--- src/rtl/xmtbuf_pkg.sv ---
// Serial-line constants and shifter state type, shared by the transmit and receive buffers.
package xmtbuf_pkg;

    localparam int SER_BITS_PER_FRAME = 10;
    localparam int SER_DATA_BITS      = 8;

    localparam logic SER_START_LEVEL = 1'b0;
    localparam logic SER_STOP_LEVEL  = 1'b1;
    localparam logic SER_IDLE_LEVEL  = 1'b1;

    typedef enum logic [1:0] {
        IDLE,
        START,
        DATA,
        STOP
    } ser_state_t;

    // Baud counter width; a single bit is the minimum even when clog2 would give zero.
    function automatic int baud_cnt_width(input int clks_per_bit);
        return (clks_per_bit > 2) ? $clog2(clks_per_bit) : 1;
    endfunction

endpackage

--- src/rtl/xmtbuf_xmt.sv ---
// Bit-serial 8N1 shifter: baud counter, frame state machine and data shift register.
module xmt
    import xmtbuf_pkg::*;
#(
    parameter int CLKS_PER_BIT = 434
) (
    input  logic                     clk,
    input  logic                     reset,
    input  logic                     load,
    input  logic [SER_DATA_BITS-1:0] parallel_in,
    output logic                     busy,
    output logic                     serial_out
);

    localparam int                 BW          = baud_cnt_width(CLKS_PER_BIT);
    localparam logic [BW-1:0]      BAUD_RELOAD = BW'(CLKS_PER_BIT - 1);
    localparam int                 BIT_W       = $clog2(SER_DATA_BITS);
    localparam logic [BIT_W-1:0]   LAST_BIT    = BIT_W'(SER_DATA_BITS - 1);

    ser_state_t               r_state;
    logic [BW-1:0]            r_baud;
    logic [BIT_W-1:0]         r_bit;
    logic [SER_DATA_BITS-1:0] r_shift;
    logic                     r_serial;
    logic                     w_bit_end;

    assign w_bit_end  = (r_baud == '0);
    // Busy falls in the last stop-bit clock so a queued byte starts with no idle gap.
    assign busy       = (r_state != IDLE) && !((r_state == STOP) && w_bit_end);
    assign serial_out = r_serial;

    // NOTE: r_shift carries no reset; its content is meaningless until a load overwrites it.
    always_ff @(posedge clk) begin
        if (reset) begin
            r_state  <= IDLE;
            r_baud   <= '0;
            r_bit    <= '0;
            r_serial <= SER_IDLE_LEVEL;
        end else if (load && !busy) begin
            r_state  <= START;
            r_baud   <= BAUD_RELOAD;
            r_bit    <= '0;
            r_shift  <= parallel_in;
            r_serial <= SER_START_LEVEL;
        end else begin
            case (r_state)
                IDLE: begin
                    r_serial <= SER_IDLE_LEVEL;
                end
                START: begin
                    if (w_bit_end) begin
                        r_state  <= DATA;
                        r_baud   <= BAUD_RELOAD;
                        r_serial <= r_shift[0];
                    end else begin
                        r_baud <= r_baud - BW'(1);
                    end
                end
                DATA: begin
                    if (w_bit_end) begin
                        r_baud <= BAUD_RELOAD;
                        if (r_bit == LAST_BIT) begin
                            r_state  <= STOP;
                            r_serial <= SER_STOP_LEVEL;
                        end else begin
                            r_bit    <= r_bit + BIT_W'(1);
                            r_shift  <= r_shift >> 1;
                            r_serial <= r_shift[1];
                        end
                    end else begin
                        r_baud <= r_baud - BW'(1);
                    end
                end
                STOP: begin
                    if (w_bit_end) begin
                        r_state <= IDLE;
                    end else begin
                        r_baud <= r_baud - BW'(1);
                    end
                end
                default: begin
                    r_state  <= IDLE;
                    r_serial <= SER_IDLE_LEVEL;
                end
            endcase
        end
    end

endmodule

--- src/rtl/xmtbuf.sv ---
// Transmit buffer: one-byte holding register with write/ready handshake in front of the 8N1 shifter.
module xmtbuf
    import xmtbuf_pkg::*;
#(
    parameter int CLKS_PER_BIT = 434
) (
    input  logic                     clk,
    input  logic                     reset,
    input  logic                     write,
    output logic                     ready,
    input  logic [SER_DATA_BITS-1:0] data_in,
    output logic                     serial_out
);

    logic                     r_full;
    logic [SER_DATA_BITS-1:0] r_hold;
    logic                     w_busy;
    logic                     w_load;

    // Accept and transfer are exclusive: accept needs an empty register, transfer a full one.
    assign w_load = r_full && !w_busy;
    assign ready  = !r_full;

    always_ff @(posedge clk) begin
        if (reset) begin
            r_full <= 1'b0;
        end else if (write && !r_full) begin
            r_full <= 1'b1;
            r_hold <= data_in;
        end else if (w_load) begin
            r_full <= 1'b0;
        end
    end

    xmt #(
        .CLKS_PER_BIT(CLKS_PER_BIT)
    ) u_xmt (
        .clk        (clk),
        .reset      (reset),
        .load       (w_load),
        .parallel_in(r_hold),
        .busy       (w_busy),
        .serial_out (serial_out)
    );

endmodule

--- config.mk ---
export PLATFORM = sky130hd
export DESIGN_NAME = xmtbuf
export DESIGN_NICKNAME = d
export VERILOG_FILES = /design/src/rtl/xmtbuf_pkg.sv /design/src/rtl/xmtbuf_xmt.sv /design/src/rtl/xmtbuf.sv
export SDC_FILE = /design/constraint.sdc
export NUM_CORES = 1
export LEC_CHECK = 0
export CORE_UTILIZATION = 57
export CTS_CLUSTER_DIAMETER = 60
export CTS_CLUSTER_SIZE = 8
export DETAILED_ROUTE_END_ITERATION = 7
export PLACE_DENSITY = 0.78
export SLEW_MARGIN = 30
export SYNTH_ARGS = -nofsm -noshare
export SYNTH_HDL_FRONTEND = slang
export SYNTH_SLANG_ARGS = --single-unit
--- constraint.sdc ---
create_clock -name clk -period 2.4 [get_ports clk]
set_clock_uncertainty 0.05 [all_clocks]
set_input_delay 0.36 -clock clk [delete_from_list [all_inputs] [get_ports clk]]
set_output_delay 0.36 -clock clk [all_outputs]
set_load 0.02 [all_outputs]
# ---- Word-level counts from Yosys, hierarchy flattened
# Cells that the tools add are included.
dict set report classes {
  addsub 2
  n_eq_ne 15
  n_mux 21
  bitwise_logic 2
  reduce_logical 29
}
# operator count
set op_table {}
lappend op_table {{$mux 8} 4}
lappend op_table {{$mux 9} 3}
lappend op_table {{$pmux 9 s2} 1}
lappend op_table {{$ne 2x1->1 const B} 5}
lappend op_table {{$reduce_and 5->1} 2}
lappend op_table {{$reduce_bool 2->1} 5}
lappend op_table {{$logic_not 9->1} 1}
lappend op_table {{$ne 3x1->1 const B} 3}
lappend op_table {{$sub 9x1->9 const B} 1}
lappend op_table {{$mux 2} 4}
lappend op_table {{$reduce_bool 4->1} 2}
lappend op_table {{$mux 1} 7}
lappend op_table {{$pmux 2 s3} 1}
lappend op_table {{$reduce_and 2->1} 3}
lappend op_table {{$reduce_and 3->1} 2}
lappend op_table {{$reduce_bool 3->1} 2}
lappend op_table {{$logic_and 1x1->1} 5}
lappend op_table {{$eq 2x2->1 const B} 2}
lappend op_table {{$reduce_and 4->1} 1}
lappend op_table {{$reduce_or 2->1} 2}
lappend op_table {{$add 3x1->3 const B} 1}
lappend op_table {{$eq 3x3->1 const B} 1}
lappend op_table {{$logic_not 1->1} 3}
lappend op_table {{$ne 3x2->1 const B} 1}
lappend op_table {{6 further kinds} 7}
dict set report totals {
  input_bits 11
  out_inout_bits 2
  reg_bits 32
  word_cells 78
}

# ---- Depth between registers and ports, before layout
dict set report logic_depth {
  ltp_word 9
  ltp_mapped 8
}

# ---- Hierarchy
# Synthesis repeated with hierarchy kept, for this count alone.
dict set report unflattened {
  hier_cells 145
  area_unflattened_um2 1651.6
}
# module seq_area_each_um2 area_per_inst_um2 cells_per_inst n_inst
set by_module_without_submodules {}
lappend by_module_without_submodules {xmt 540.5 1362.6 131 1}
lappend by_module_without_submodules {xmtbuf 260.2 289.0 14 1}

# ---- Least setup slack after synthesis
# No wires, ideal clock.
dict set report synth_timing {
  path_type {flip-flop to flip-flop}
  from {reg u_xmt.r_baud[0]}
  to {reg u_xmt.r_shift[0] (enable)}
  setup_slack_ps 220
  arrival_time_ps 1755
  setup_time_ps 375
  path_buffers 1
  t_required_ps 1975
  path_stages_with_launch 8
  cell_sequence {dfxtp_1 > inv_1 > ha_1 > nor4b_4 > and2_4 > buf_8 > nand2_1 > a21oi_1}
}
dict set report synth_via {
  elab_chain_cells 9
  word_cells_on_any_way 11
}
# element line_no
set synth_rtl {}
lappend synth_rtl {{from (decl)} xmtbuf_xmt.sv:21} ;# logic [BW-1:0] r_baud;
lappend synth_rtl {{from (signal assigned)} xmtbuf_xmt.sv:56} ;# r_baud <= r_baud - BW'(1);
lappend synth_rtl {{from (signal assigned)} xmtbuf_xmt.sv:71} ;# r_baud <= r_baud - BW'(1);
lappend synth_rtl {{from (signal assigned)} xmtbuf_xmt.sv:78} ;# r_baud <= r_baud - BW'(1);
lappend synth_rtl {{$logic_not 9->1 (*)} xmtbuf_xmt.sv:27} ;# assign w_bit_end = (r_baud == '0);
lappend synth_rtl {{$logic_and 1x1->1} xmtbuf_xmt.sv:29} ;# assign busy = (r_state != IDLE) && !((r_state == STOP) && w_bit_end);
lappend synth_rtl {{$logic_not 1->1} xmtbuf_xmt.sv:29}
lappend synth_rtl {{$logic_and 1x1->1} xmtbuf_xmt.sv:29}
lappend synth_rtl {{$logic_not 1->1} {xmtbuf_xmt.sv:39, xmtbuf.sv:21}}
lappend synth_rtl {{$logic_and 1x1->1} xmtbuf.sv:21} ;# assign w_load = r_full && !w_busy;
lappend synth_rtl {{$logic_and 1x1->1} xmtbuf_xmt.sv:39} ;# end else if (load && !busy) begin
lappend synth_rtl {{$ne 2x1->1 (no source line) / $reduce_bool 2->1 (equally long branches)} -}
lappend synth_rtl {{$reduce_and 4->1 (no source line) (*)} -}
lappend synth_rtl {{to (signal assigned)} xmtbuf_xmt.sv:43} ;# r_shift <= parallel_in;
lappend synth_rtl {{to (signal assigned)} xmtbuf_xmt.sv:67} ;# r_shift <= r_shift >> 1;
lappend synth_rtl {{to (decl)} xmtbuf_xmt.sv:23} ;# logic [SER_DATA_BITS-1:0] r_shift;
# Mark *: on every way between the ends. The rest lies on a longest branch, timed or not.
# A chain may end at the register's enable or synchronous reset.

# ---- Final worst setup path
dict set report layout_timing {
  from {reg u_xmt.r_baud[0]}
  to {reg u_xmt.r_shift[5] (enable)}
}
# The elaborated chain is that of the path after synthesis.

==> flow_summary_export.csv <==
group,metric,value,unit
run_status,status,"finished clean",
logic_synthesis,synth-async-reset-ratio,0,
sta,period_share,0.884,
drt,antenna_left,0,
logic_synthesis,synth_edf_count,16,
placed_design,port_buffers,12,
sta,tns,0,ns
logic_synthesis,ys_warn_count,0,
cts,cts-hold-fix-buffers,0,
finish,diodes,0,
cts,postCtsSetupRepairBufs,0,
global_route,first_global_vias,1224,
logic_synthesis,yosysTopAreaCellShare,0.286,
cts,clock_latency,0.33,ns
global_route,grt_first_pass_wirelength,5440,um
pwr,p_per_area,1270,nW/um2
worst_setup_path,worstPathMaxFanout,12,
cts,cts_resized,0,
sta,hold_viol,0,
worst_setup_path,rr_worst_depth,7,
logic_synthesis,synth_top_cells_by_area,"edfxtp_1, dfxtp_1, ha_1, mux2_2, a21oi_1",
floorplan,die_w,56.3,um
drt,vias,1228,
sta,finalSetupViolations,0,
hold_path,min_from,"u_xmt.r_bit[2]$_SDFFE_PP0P_",
finish,synthToLayoutAreaGrowth,12.3,%
drt,wl_met1,1440,um
floorplan,start_util,0.603,
drt,met3_wirelength,136,um
logic_synthesis,postSynthAreaPerCell,10.8,um2
pwr,total_power,2400,uW
cts,clock_sinks,32,
sta,fin_crit,2.12,ns
cts,clockBufferDepth,2,
worst_setup_path,criticalPathCategory,"reg -> reg",
logic_synthesis,synthFlopType,"edfxtp_1",
drt,drt-initial-drc-count,39,
sta,holdWs,0.423,ns
finish,seqCellArea,801,um2
worst_setup_path,required,2.41,ns
drt,viasPerCell,6.02,
pwr,cellLeakagePower,0.000698,uW
floorplan,num_rows,19,
cts,tritoncts,"built",
finish,drive_gt1_frac,0.168,
worst_setup_path,critical_path.startpoint,"u_xmt.r_baud[0]$_SDFFE_PP0P_",
drt,drc_errors,0,
finish,fillers,227,
global_route,grt_max_degree,13,
cts,cts-root-buf,"clkbuf_4",
hold_path,hold_depth,2,
placed_design,gp_congestion,0.847,
logic_synthesis,synth_cell_types,41,
worst_setup_path,rrSetupSlack,0.28,ns
floorplan,dieArea,3160,um2
cts,htreeDepth,2,
logic_synthesis,ys_ff_latch,32,
placed_design,hpwl,2310,um
cts,cts_made_buffers,5,
pwr,peakVddDrop,0.882,mV
floorplan,core_area,2780,um2
sta,max_slew_margin,0.614,
worst_setup_path,cp.arrival,2.13,ns
finish,multiInputGateArea,816,um2
sta,fmax,471,MHz
global_route,antenna_found_initial,0,
logic_synthesis,ys_seq_area_frac,0.477,
drt,top_layer,"met4",
finish,final_net_count,195,
drt,met2_length,1530,um
logic_synthesis,syn_area,1680,um2
logic_synthesis,synthCells,155,
global_route,gr-usage-all-layers,0.225,
hold_path,hold_path_class,"reg -> reg",
job,drv_cap,0,
floorplan,die_h,56.3,um
floorplan,io_pins,13,
cts,clk_pin_slew_worst_paths,0.10,ns
sta,rsz0062_at_grt,"no",
worst_setup_path,worstSetupEndpointType,"register",
worst_setup_path,critical_path.reg2reg.startpoint,"u_xmt.r_baud[0]$_SDFFE_PP0P_",
drt,dr.pass1.iters,4,
drt,wire_per_inst,15.4,um
sta,tightest_slew,0.577,ns
drt,drt-total-wl,3150,um
logic_synthesis,synth.largest_area_cell,"edfxtp_1",
global_route,overflow,0,
worst_setup_path,start_kind,"register",
sta,slew_viol_final,0,
logic_synthesis,syn-num-nets,178,
finish,mostFrequentLayoutCells,"dfxtp_1, edfxtp_1, a21oi_1",
## flip-flops by register name (all words and copies together), names as in the netlist
name              count
r_full                1
r_hold                8
u_xmt.r_baud          9
u_xmt.r_bit           3
u_xmt.r_shift         8
u_xmt.r_state         2
u_xmt.serial_out      1
## worst paths after layout
path | endpoint
max | u_xmt.r_shift[5]$_DFFE_PP_
min | u_xmt.r_bit[2]$_SDFFE_PP0P_
max reg2reg | u_xmt.r_shift[5]$_DFFE_PP_
min reg2reg | u_xmt.r_bit[2]$_SDFFE_PP0P_
## critical path, stage by stage, from the launching register on
cell and delay [ns]:
dfxtp_1 0.36, inv_1 0.09, ha_1 0.16, nor4b_4 0.37, and2_4 0.30, nand2_1 0.13, a21oi_1 0.18, buf_4 0.20
## cell families after synthesis
family | synth area share
xor gates and xnor gates | 0.0104
AOI/OAI and AO/OA | 0.156
adders and majority gates | 0.0895
and+or+nand+nor | 0.177
muxes | 0.0537
DFF | 0.477
buffers and inverters | 0.0365
## routing by layer
metal	vias up	global-route usage
met3	5	0.0645
met1	589	0.280
met5	-	0
li1	607	-
met4	0	0.0871
met2	27	0.371
## Yosys cell counts (2+ instances only)
cell,instances
nand2_1,10
nor2_1,10
o21a_1,4
ha_1,12
xor2_1,2
o21ai_0,9
nor4_1,3
nor3b_1,2
dfxtp_1,16
buf_2,4
nand3_1,4
nor2b_1,3
a31oi_1,2
edfxtp_1,16
inv_1,6
nor3_1,5
or3_1,3
a21oi_1,13
mux2_2,8
and2_1,2
## where the power goes
group	leakage, uW	internal, uW	switching, uW	total [uW]
clock	0.0000349	112	190	302
combinational	0.000384	559	700	1260
sequential	0.000279	704	132	836
## cell type report
type | instances | share of cell area
clock buffers | 5 | 0.0199
clock inverters | 3 | 0.00996
inverters | 6 | 0.0120
multi-input cells | 111 | 0.433
flip-flops and latches | 32 | 0.425
well taps | 31 | 0.0206
repair buffers | 16 | 0.0797
## metrics by stage
step,cells,util,cell area (um2),setup WS [ns]
4_1_cts,204,0.677,1880,0.277
3_3_place_gp,196,0.657,1830,0.370
6_report,204,0.677,1880,0.278
5_1_grt,204,0.677,1880,0.0758
3_5_place_dp,196,0.657,1830,0.296
2_1_floorplan,155,-,1680,0.220
No activity file was read; power rests on OpenSTA's default activity.
